**src/rtl/jpeg_rle_pkg.sv**
```systemverilog
// Shared types, constants and the amplitude decoder for the JPEG run-length decoder.
package jpeg_rle_pkg;

  localparam int unsigned DEC_W = 12;  // widest decoded amplitude: size 11 plus sign
  localparam logic [5:0]  BLK_LAST = 6'd63;
  localparam logic [3:0]  SIZE_MAX = 4'd11;
  localparam logic [7:0]  EOB = 8'h00;  // {rlen, size}
  localparam logic [7:0]  ZRL = 8'hF0;

  typedef enum logic [1:0] {
    ST_IDLE,
    ST_AC,
    ST_RUN,
    ST_FILL
  } rle_st_t;

  // JPEG size/amplitude to two's complement; oversize categories decode as 11.
  function automatic logic signed [DEC_W-1:0] amp_decode(input logic [3:0]       size,
                                                         input logic [DEC_W-1:0] amp);
    logic [3:0]       s;
    logic [DEC_W-1:0] mask;
    logic [DEC_W-1:0] val;
    s    = (size > SIZE_MAX) ? SIZE_MAX : size;
    mask = (DEC_W'(1) << s) - DEC_W'(1);
    val  = amp & mask;
    if (s == 4'd0) return '0;
    if (amp[s - 4'd1]) return signed'(val);
    return signed'(val - mask);
  endfunction

endpackage

```
**src/rtl/jpeg_rle_decoder.sv**
```systemverilog
// Expands (rlen, size, amp) tuples into one zig-zag ordered coefficient per clock,
// restoring zero runs and undoing DC differential prediction.
module jpeg_rle_decoder
  import jpeg_rle_pkg::*;
#(
  parameter int unsigned BLK_LEN = 64,
  parameter int unsigned AW      = 12
) (
  input  logic          clk,
  input  logic          rst,
  input  logic          ena,
  input  logic          dc_clr,
  input  logic          den,
  input  logic          dstrb,
  input  logic [3:0]    rlen,
  input  logic [3:0]    size,
  input  logic [AW-1:0] amp,
  output logic          rdy,
  output logic [AW-1:0] dout,
  output logic          douten,
  output logic [5:0]    dpos,
  output logic          dlast,
  output logic          err
);

  localparam int unsigned POS_W = $clog2(BLK_LEN);
  localparam logic [POS_W-1:0] POS_LAST = POS_W'(BLK_LAST);

  rle_st_t          state_q, state_d;
  logic [3:0]       run_q, run_d;
  logic [POS_W-1:0] pos_q, pos_d;
  logic [AW-1:0]    pred_q, pred_d;
  logic [AW-1:0]    coef_q, coef_d;
  logic             rdy_q, rdy_d;
  logic [AW-1:0]    dout_q, dout_d;
  logic             douten_q, douten_d;
  logic [5:0]       dpos_q, dpos_d;
  logic             dlast_q, dlast_d;
  logic             err_q, err_d;

  logic             accept_c;
  logic             size_bad_c;
  logic [AW-1:0]    dec_c;
  logic [AW-1:0]    dc_val_c;
  logic             emit_c;
  logic [POS_W-1:0] emit_pos_c;
  logic [AW-1:0]    emit_val_c;
  logic             more_c;

  assign accept_c   = den && rdy_q;
  assign size_bad_c = size > SIZE_MAX;
  assign dec_c      = AW'(amp_decode(size, DEC_W'(amp)));
  assign dc_val_c   = (dc_clr ? '0 : pred_q) + dec_c;

  always_ff @(posedge clk) begin
    if (!rst) begin
      state_q  <= ST_IDLE;
      run_q    <= '0;
      pos_q    <= '0;
      pred_q   <= '0;
      coef_q   <= '0;
      rdy_q    <= 1'b0;
      dout_q   <= '0;
      douten_q <= 1'b0;
      dpos_q   <= '0;
      dlast_q  <= 1'b0;
      err_q    <= 1'b0;
    end else if (ena) begin
      state_q  <= state_d;
      run_q    <= run_d;
      pos_q    <= pos_d;
      pred_q   <= pred_d;
      coef_q   <= coef_d;
      rdy_q    <= rdy_d;
      dout_q   <= dout_d;
      douten_q <= douten_d;
      dpos_q   <= dpos_d;
      dlast_q  <= dlast_d;
      err_q    <= err_d;
    end
  end

  always_comb begin
    state_d    = state_q;
    run_d      = run_q;
    pos_d      = pos_q;
    pred_d     = pred_q;
    coef_d     = coef_q;
    rdy_d      = 1'b0;
    dout_d     = '0;
    douten_d   = 1'b0;
    dpos_d     = dpos_q;
    dlast_d    = 1'b0;
    err_d      = 1'b0;
    emit_c     = 1'b0;
    emit_pos_c = pos_q;
    emit_val_c = '0;
    more_c     = 1'b0;

    if (dc_clr) pred_d = '0;
    if (accept_c && size_bad_c) err_d = 1'b1;

    case (state_q)
      ST_IDLE, ST_AC: begin
        if (accept_c) begin
          if (dstrb) begin
            // A DC tuple always opens a new block; inside AC it aborts the current one.
            err_d      = err_d | (state_q == ST_AC);
            pred_d     = dc_val_c;
            emit_c     = 1'b1;
            emit_pos_c = '0;
            emit_val_c = dc_val_c;
            state_d    = ST_AC;
          end else if (state_q == ST_IDLE) begin
            err_d = 1'b1;
          end else if ({rlen, size} == EOB) begin
            emit_c  = 1'b1;
            state_d = ST_FILL;
          end else if (rlen == 4'd0) begin
            emit_c     = 1'b1;
            emit_val_c = dec_c;
          end else begin
            // First zero of the run goes out now; ZRL is a 15-run with a zero coefficient.
            emit_c  = 1'b1;
            more_c  = 1'b1;
            run_d   = rlen - 4'd1;
            coef_d  = dec_c;
            state_d = ST_RUN;
          end
        end
      end
      ST_RUN: begin
        emit_c = 1'b1;
        if (run_q != 4'd0) begin
          more_c = 1'b1;
          run_d  = run_q - 4'd1;
        end else begin
          emit_val_c = coef_q;
          state_d    = ST_AC;
        end
      end
      ST_FILL: emit_c = 1'b1;
      default: state_d = ST_IDLE;
    endcase

    // Emission and block-end handling; anything still pending at the last slot is an overrun.
    if (emit_c) begin
      douten_d = 1'b1;
      dout_d   = emit_val_c;
      dpos_d   = 6'(emit_pos_c);
      pos_d    = emit_pos_c + POS_W'(1);
      if (emit_pos_c == POS_LAST) begin
        dlast_d = 1'b1;
        err_d   = err_d | more_c;
        state_d = ST_IDLE;
        pos_d   = '0;
      end
    end

    rdy_d = (state_d == ST_IDLE) || (state_d == ST_AC);
  end

  assign rdy    = rdy_q;
  assign dout   = dout_q;
  assign douten = douten_q;
  assign dpos   = dpos_q;
  assign dlast  = dlast_q;
  assign err    = err_q;

endmodule

```
**config.mk**
```make
export PLATFORM = sky130hd
export DESIGN_NAME = jpeg_rle_decoder
export DESIGN_NICKNAME = d
export VERILOG_FILES = /design/src/rtl/jpeg_rle_pkg.sv /design/src/rtl/jpeg_rle_decoder.sv
export SDC_FILE = /design/constraint.sdc
export NUM_CORES = 1
export LEC_CHECK = 0
export ABC_CLOCK_PERIOD_IN_PS = 6200
export CAP_MARGIN = 20
export CORE_ASPECT_RATIO = 2
export CORE_MARGIN = 2
export CORE_UTILIZATION = 25
export CTS_CLUSTER_SIZE = 8
export DETAILED_ROUTE_END_ITERATION = 10
export DONT_BUFFER_PORTS = 1
export PLACE_DENSITY = 0.5
export SLEW_MARGIN = 20
export SYNTH_ARGS = -nofsm -noshare
export SYNTH_HDL_FRONTEND = slang
export SYNTH_SLANG_ARGS = --single-unit
```
**constraint.sdc**
```tcl
create_clock -name clk -period 6.2 [get_ports clk]
set_input_delay 0.62 -clock clk [delete_from_list [all_inputs] [get_ports clk]]
set_output_delay 0.62 -clock clk [all_outputs]
set_load 0.05 [all_outputs]
```
==> key figures, run 1 <==
Route
  – Drt first-iter violations: 214
  – DR vias: 4290
  – WL/cell: 18.7 µm
  – Drt drc: 0
  – Vias per inst: 5.63
  – Drt pass-1 iters: 5
  – Routed WL: 14200 µm
  – Post-route ant nets: 0

Power and ir drop
  – Comb power frac: 14.7%
  – Peak supply drop: 0.109 mV
  – Net switching power: 0.292 mW
  – Power per cell area: 229 mW/mm²
  – Int Pwr: 0.797 mW
  – Reg power frac: 35.5%
  – Sw frac: 26.8%
  – Clock Power Share: 49.8%
  – P_leak: 1.71 nW

Final layout
  – Multi-input gate area: 0.00290 mm²
  – Fillers: 1821
  – Non-filler cells, final: 762
  – Post-route cell area: 0.00475 mm²
  – Layout cells sized above 1: 7.57%
  – Register area: 0.00116 mm²
  – Area Growth Syn to Fin: 11.2%
  – Final core area utilization: 28.3%
  – Final nets: 593
  – Inserted Diodes: 0

Placement
  – HPWL Detailed: 10500 µm
  – Post-DP Area: 0.00443 mm²
  – Final Wtd Congestion: 0.907
  – IO buf count: 0
  – # placed instances: 747

Floorplan
  – Core area: 0.0168 mm²
  – # rows: 67
  – Die X: 96.4 µm
  – IO Count: 48
  – Die area: 0.0182 mm²
  – Die Y: 189 µm
  – Initial cell density of the core: 25.5%

Clock network
  – Worst-path clk slew: 0.05 ns
  – Post-CTS Setup Inserts: 0
  – H-tree Lvls: 3
  – Sink Count: 58
  – Total CTS buffers: 9
  – Hold buffer count at CTS: 0
  – Clk buf depth: 2
  – CTS root buf: clkbuf_16
  – CTS tree: built
  – Worst skew pair latency: 0.33 ns
  – CTS resizes: 0

Synth
  – Syn nets: 611
  – Avg Cell Area, Syn: 7.51 µm²
  – Number of synthesized flops with an enable pin: 0
  – Post-synthesis sequential area ratio: 27.2%
  – Top_reg_cell synth: dfxtp_1
  – Synth warnings: 0
  – Post-synthesis async set-or-reset flop share: 0%
  – Cells after Synth: 569
  – Post-synthesis register bit count: 58
  – Cell variety after synth: 74
  – Syn Std Cell Area: 0.00427 mm²

STA
  – TNS Setup: 0 ns
  – Relative slew slack: 40.2%
  – Worst hold slack: 0.411 ns
  – Slew @ Worst Pin: 0.891 ns
  – Fmax: 0.212 GHz
  – Hold Vio Cnt, Final: 0
  – Final worst-path cycle share: 76.1%
  – Setup repair after global routing missed its margin: no
  – Clock Skews: 0.00492 ns
  – Max Slew Vio Count: 0
  – # setup viols final: 0
  – Tmin final: 4.72 ns

Worst setup path
  – Worst path required time: 6.42 ns
  – Critical Path AT: 4.93 ns
  – CP Capture Type: register
  – CP Max Fanout: 17
  – Critical Path Start Type: input port
  – CP Class: in2reg

Status
  – Status: complete, no violations

Global routing
  – Initial antenna violation count: 0
  – GRT Residual Overflow: 0
  – GRT Overall Usage: 15.9%
  – Vias in the first global route: 4237
  – Wire length of the first global-routing pass: 22400 µm
  – Largest net degree at the start of global routing: 33

Worst hold path
  – Hold WC Path Type: in2reg

Flow run
  – Max-Cap Viols: 0
-- routing by layer --
layer / global-route usage [%] / vias up / share of wire (%)
li1: - / 2072 / -
met1: 16.6 / 2078 / 37
met2: 30.1 / 118 / 56
met3: 2.39 / 22 / 4.7
met4: 7.15 / 0 / 2.5
met5: 0 / - / 0
-- through the flow --
step,worst slack (ns),power (mW)
after floorplan,1.65,0.527
after global placement,1.23,0.549
after detailed placement,1.19,0.551
after CTS,1.52,1.09
after global routing,1.22,1.13
final,1.48,1.09
-- synth_stat cells, types with 10 or more instances --
cell type,count,share of area [%]
o21ai_0,37,4.3
a31oi_1,12,1.8
nor2b_1,22,3.2
nand3_1,23,2.7
ha_1,15,4.4
nor3_1,20,2.3
or3_1,11,1.6
xnor2_1,11,2.3
mux2i_1,10,2.3
nor2_1,56,4.9
inv_1,15,1.3
dfxtp_1,58,27
clkbuf_1,26,2.3
nand2_1,57,5.0
a21oi_1,38,4.5
-- area by class of cell --
type / instances / share of cell area [%]
inverter: 15 / 1.19
clock buffer: 10 / 5.03
clock inverter: 5 / 1.66
multi-input combinational: 460 / 61.1
tap: 207 / 5.45
sequential: 58 / 24.4
timing repair buffer: 7 / 1.11
-- layout by cell type, fill, tap and decap left out, types with 10 or more instances in the layout --
master / instances
a21oi_1: 38
a31oi_1: 12
dfxtp_1: 58
ha_1: 15
inv_1: 15
mux2i_1: 10
nand2_1: 57
nand3_1: 23
nor2_1: 55
nor2b_1: 22
nor3_1: 20
o21ai_0: 37
or3_1: 11
xnor2_1: 11
-- power groups by stage --
stage          registers (mW)  clock network, mW  logic [mW]
2_1_floorplan           0.393                  0       0.135
6_report                0.386              0.543       0.160
3_3_place_gp            0.394                  0       0.155
5_1_grt                 0.386              0.564       0.177
3_5_place_dp            0.394                  0       0.158
4_1_cts                 0.386              0.550       0.159
-- cells by family after synthesis --
| logic type | synth area share [%] |
|---|---|
| simple gates | 31.1 |
| compound gates | 26.4 |
| flops | 27.2 |
| buf+inv | 4.92 |
| fa+ha+maj | 4.86 |
| xor+xnor | 2.46 |
| mux | 3.13 |
-- worst max-delay path, cell delays in order --
cell and delay, ns:
nor4_4 0.23, buf_4 0.25, inv_1 0.08, ha_1 0.29, xnor2_1 0.43, o211ai_2 0.27
or3_1 0.37, a21oi_1 0.20, nand2_1 0.11, nand2_1 0.09, ha_1 0.28, a21oi_1 0.26
o21ai_0 0.21, o41ai_1 0.50, xnor2_1 0.19, a221o_1 0.32, o221a_1 0.23
-- final timing paths --
path / from / to / slack [ns] / depth (start not counted)
worst max-delay path: size[1] / dout[8] / 1.48 / 17
worst min-delay path: rst / state_q[0] / 0.41 / 2
worst max register to register: rdy / err / 2.81 / 9
worst min register to register: coef_q[4] / coef_q[4] / 0.46 / 2
-- state kept, by name, indices dropped and copies added, names as in the netlist --
register,count
pos_q,6
dpos,6
rdy,1
douten,1
pred_q,12
dout,12
coef_q,12
err,1
dlast,1
state_q,2
run_q,4
Power figures use the tool's default switching activity.
==> inputs of run 2 (changes only) <==
Settings changed: ABC_CLOCK_PERIOD_IN_PS 6200 to 4600.
Clock period 6.2 ns to 4.6 ns, I/O delays scaled along.
==> key figures, run 2 (synthesis gave the netlist of run 1 again) <==
Placement
  – HPWL Detailed: 10600 µm (was 10500 µm)
  – IO buf count: 0 (unchanged)
  – Final Wtd Congestion: 0.900 (was 0.907)

Final layout
  – Multi-input gate area: 0.00290 mm² (unchanged)
  – Layout cells sized above 1: 9.68% (was 7.57%)
  – Final nets: 605 (was 593)
  – Most frequent cells in the layout: 58 x dfxtp_1, 57 x nand2_1, 55 x nor2_1, 38 x a21oi_1, 37 x o21ai_0 (unchanged)
  – Most common cell after layout, fill and taps aside: dfxtp_1 (unchanged)
  – Fillers: 1818 (was 1821)
  – Inserted Diodes: 0 (unchanged)
  – Area Growth Syn to Fin: 13.8% (was 11.2%)
  – Final core area utilization: 29.0% (was 28.3%)
  – Register area: 0.00116 mm² (unchanged)

Global routing
  – Wire length of the first global-routing pass: 22500 µm (was 22400 µm)
  – GRT Overall Usage: 16.1% (was 15.9%)
  – Largest net degree at the start of global routing: 34 (was 33)
  – GRT Residual Overflow: 0 (unchanged)
  – Initial antenna violation count: 0 (unchanged)
  – Vias in the first global route: 4305 (was 4237)

STA
  – Fmax: 0.247 GHz
  – TNS Setup: 0 ns (unchanged)
  – Max Slew Vio Count: 0 (unchanged)
  – Hold Vio Cnt, Final: 0 (unchanged)
  – Relative slew slack: 38.7% (was 40.2%)
  – Final worst-path cycle share: 87.8%
  – # setup viols final: 0 (unchanged)
  – Setup repair after global routing missed its margin: no (unchanged)
  – Tmin final: 4.04 ns
  – Slew @ Worst Pin: 0.913 ns (was 0.891 ns)
  – Clock Skews: 0.00424 ns (was 0.00492 ns)

Floorplan
  – Die Y: 189 µm (unchanged)
  – Die X: 96.4 µm (unchanged)
  – Die area: 0.0182 mm² (unchanged)
  – Core area: 0.0168 mm² (unchanged)
  – Initial cell density of the core: 25.5% (unchanged)
  – # rows: 67 (unchanged)
  – IO Count: 48 (unchanged)

Route
  – Post-route ant nets: 0 (unchanged)
  – Vias per inst: 5.57 (was 5.63)
  – Routed WL: 14100 µm (was 14200 µm)
  – Drt first-iter violations: 231 (was 214)
  – WL/cell: 18.2 µm (was 18.7 µm)
  – DR vias: 4315 (was 4290)
  – Drt drc: 0 (unchanged)
  – Drt pass-1 iters: 4 (was 5)

Worst setup path
  – Capture point of the worst reg-to-reg path: err (unchanged)
  – CP Capture Type: register (unchanged)
  – Critical Path Start Type: input port (unchanged)
  – Flop2flop setup slack: 1.14 ns (was 2.81 ns)
  – CP dominant cell by count: ha_1
  – Worst-path cell chain: nor4_4 > inv_1 > ha_1 > or2_2 > ha_1 > mux2i_1 > nor2_1 > fa_1 > a21o_1 > a21oi_1 > o21ai_0 > o41ai_1 > buf_4 > xnor2_1 > a221o_1 > o221a_1 (was nor4_4 > buf_4 > inv_1 > ha_1 > xnor2_1 > o211ai_2 > or3_1 > a21oi_1 > nand2_1 > nand2_1 > ha_1 > a21oi_1 > o21ai_0 > o41ai_1 > xnor2_1 > a221o_1 > o221a_1)
  – R2R depth: 9 (unchanged)
  – Max stage delay on crit path: 0.48 ns (was 0.50 ns)
  – CP delay by family, top: compound AO/OA/AOI/OAI gates (unchanged)
  – Slowest stage cell, crit path: fa_1 (was o41ai_1)
  – CP Class: in2reg (unchanged)
  – WP buf/inv: 2 (unchanged)
  – Reg-to-Reg Start: rdy (unchanged)
  – CP Max Fanout: 17 (unchanged)
  – Critical Path AT: 4.26 ns (was 4.93 ns)
  – Worst path required time: 4.82 ns (was 6.42 ns)

Power and ir drop
  – Peak supply drop: 0.166 mV (was 0.109 mV)
  – P_leak: 1.78 nW (was 1.71 nW)
  – Power per cell area: 311 mW/mm² (was 229 mW/mm²)

Clock network
  – Total CTS buffers: 9 (unchanged)
  – CTS root buf: clkbuf_16 (unchanged)
  – Worst skew pair latency: 0.33 ns (about the same)
  – CTS tree: built (unchanged)
  – Post-CTS Setup Inserts: 0 (unchanged)
  – Clk buf depth: 2 (unchanged)
  – H-tree Lvls: 3 (unchanged)
  – Sink Count: 58 (unchanged)
  – Worst-path clk slew: 0.05 ns (about the same)
  – Hold buffer count at CTS: 0 (unchanged)
  – CTS resizes: 0 (unchanged)

Worst hold path
  – Hold WC Path Type: in2reg (unchanged)
  – Hold Crit Start: rst (unchanged)
  – Hold EP: state_q[0] (unchanged)
  – Min-Delay Path Depth: 2 (unchanged)

Status
  – Status: complete, no violations (unchanged)

Flow run
  – Max-Cap Viols: 0 (unchanged)
==> run 2: changes by cell type in the layout (fill, tap and decap cells not counted), sizes merged <==
cell      previous run  this run
buf                  7        19
clkbuf              10        12
clkinv               3         1
clkinvlp             0         1
==> run 2: worst max-delay path by stage <==
stage | from | end | slack (ns) | cells after the start
after floorplan | size[1] | pred_q[11] | 0.21 | 18
after global placement | size[1] | pred_q[11] | 0.25 | 15
after detailed placement | size[1] | pred_q[11] | 0.20 | 16
after CTS | size[1] | pred_q[11] | 0.55 | 16
after global routing | size[1] | pred_q[11] | 0.29 | 16
final | size[1] | dout[8] | 0.56 | 16
==> run 2: routing by layer <==
layer / part of all wire (%) / routed length [µm] / global-route usage [%] / up-vias
met5: 0 / 0 / 0 / -
met2: 53 / 7560 / 29.3 / 116
met1: 37 / 5260 / 16.8 / 2072
li1: - / - / - / 2097
met4: 3.7 / 516 / 7.58 / 0
met3: 5.7 / 805 / 3.58 / 30
==> run 2: report_power, final <==
group          internal (mW)  switching, mW
registers              0.508         0.0125
clock network          0.517          0.248
logic                 0.0916          0.135
total                   1.12          0.395
==> run 2: cell type report <==
cell class	instances	share of cell area, %
repair buffers	19	2.93
multi-input cells	460	59.7
clock buffers	12	5.48
inverters	15	1.16
clock inverters	4	1.49
well taps	207	5.33
flip-flops and latches	58	23.9
==> run 2: stage by stage <==
stage / area (µm²) / hold WS (ns) / instances / power [mW] / worst slack [ns]
floorplan: 4270 / 0.431 / 569 / 0.711 / 0.215
global placement: 4520 / 0.443 / 759 / 0.753 / 0.247
detailed placement: 4520 / 0.448 / 759 / 0.755 / 0.196
CTS: 4860 / 0.230 / 775 / 1.52 / 0.554
global route: 4860 / 0.236 / 775 / 1.57 / 0.289
finish: 4860 / 0.239 / 775 / 1.51 / 0.559
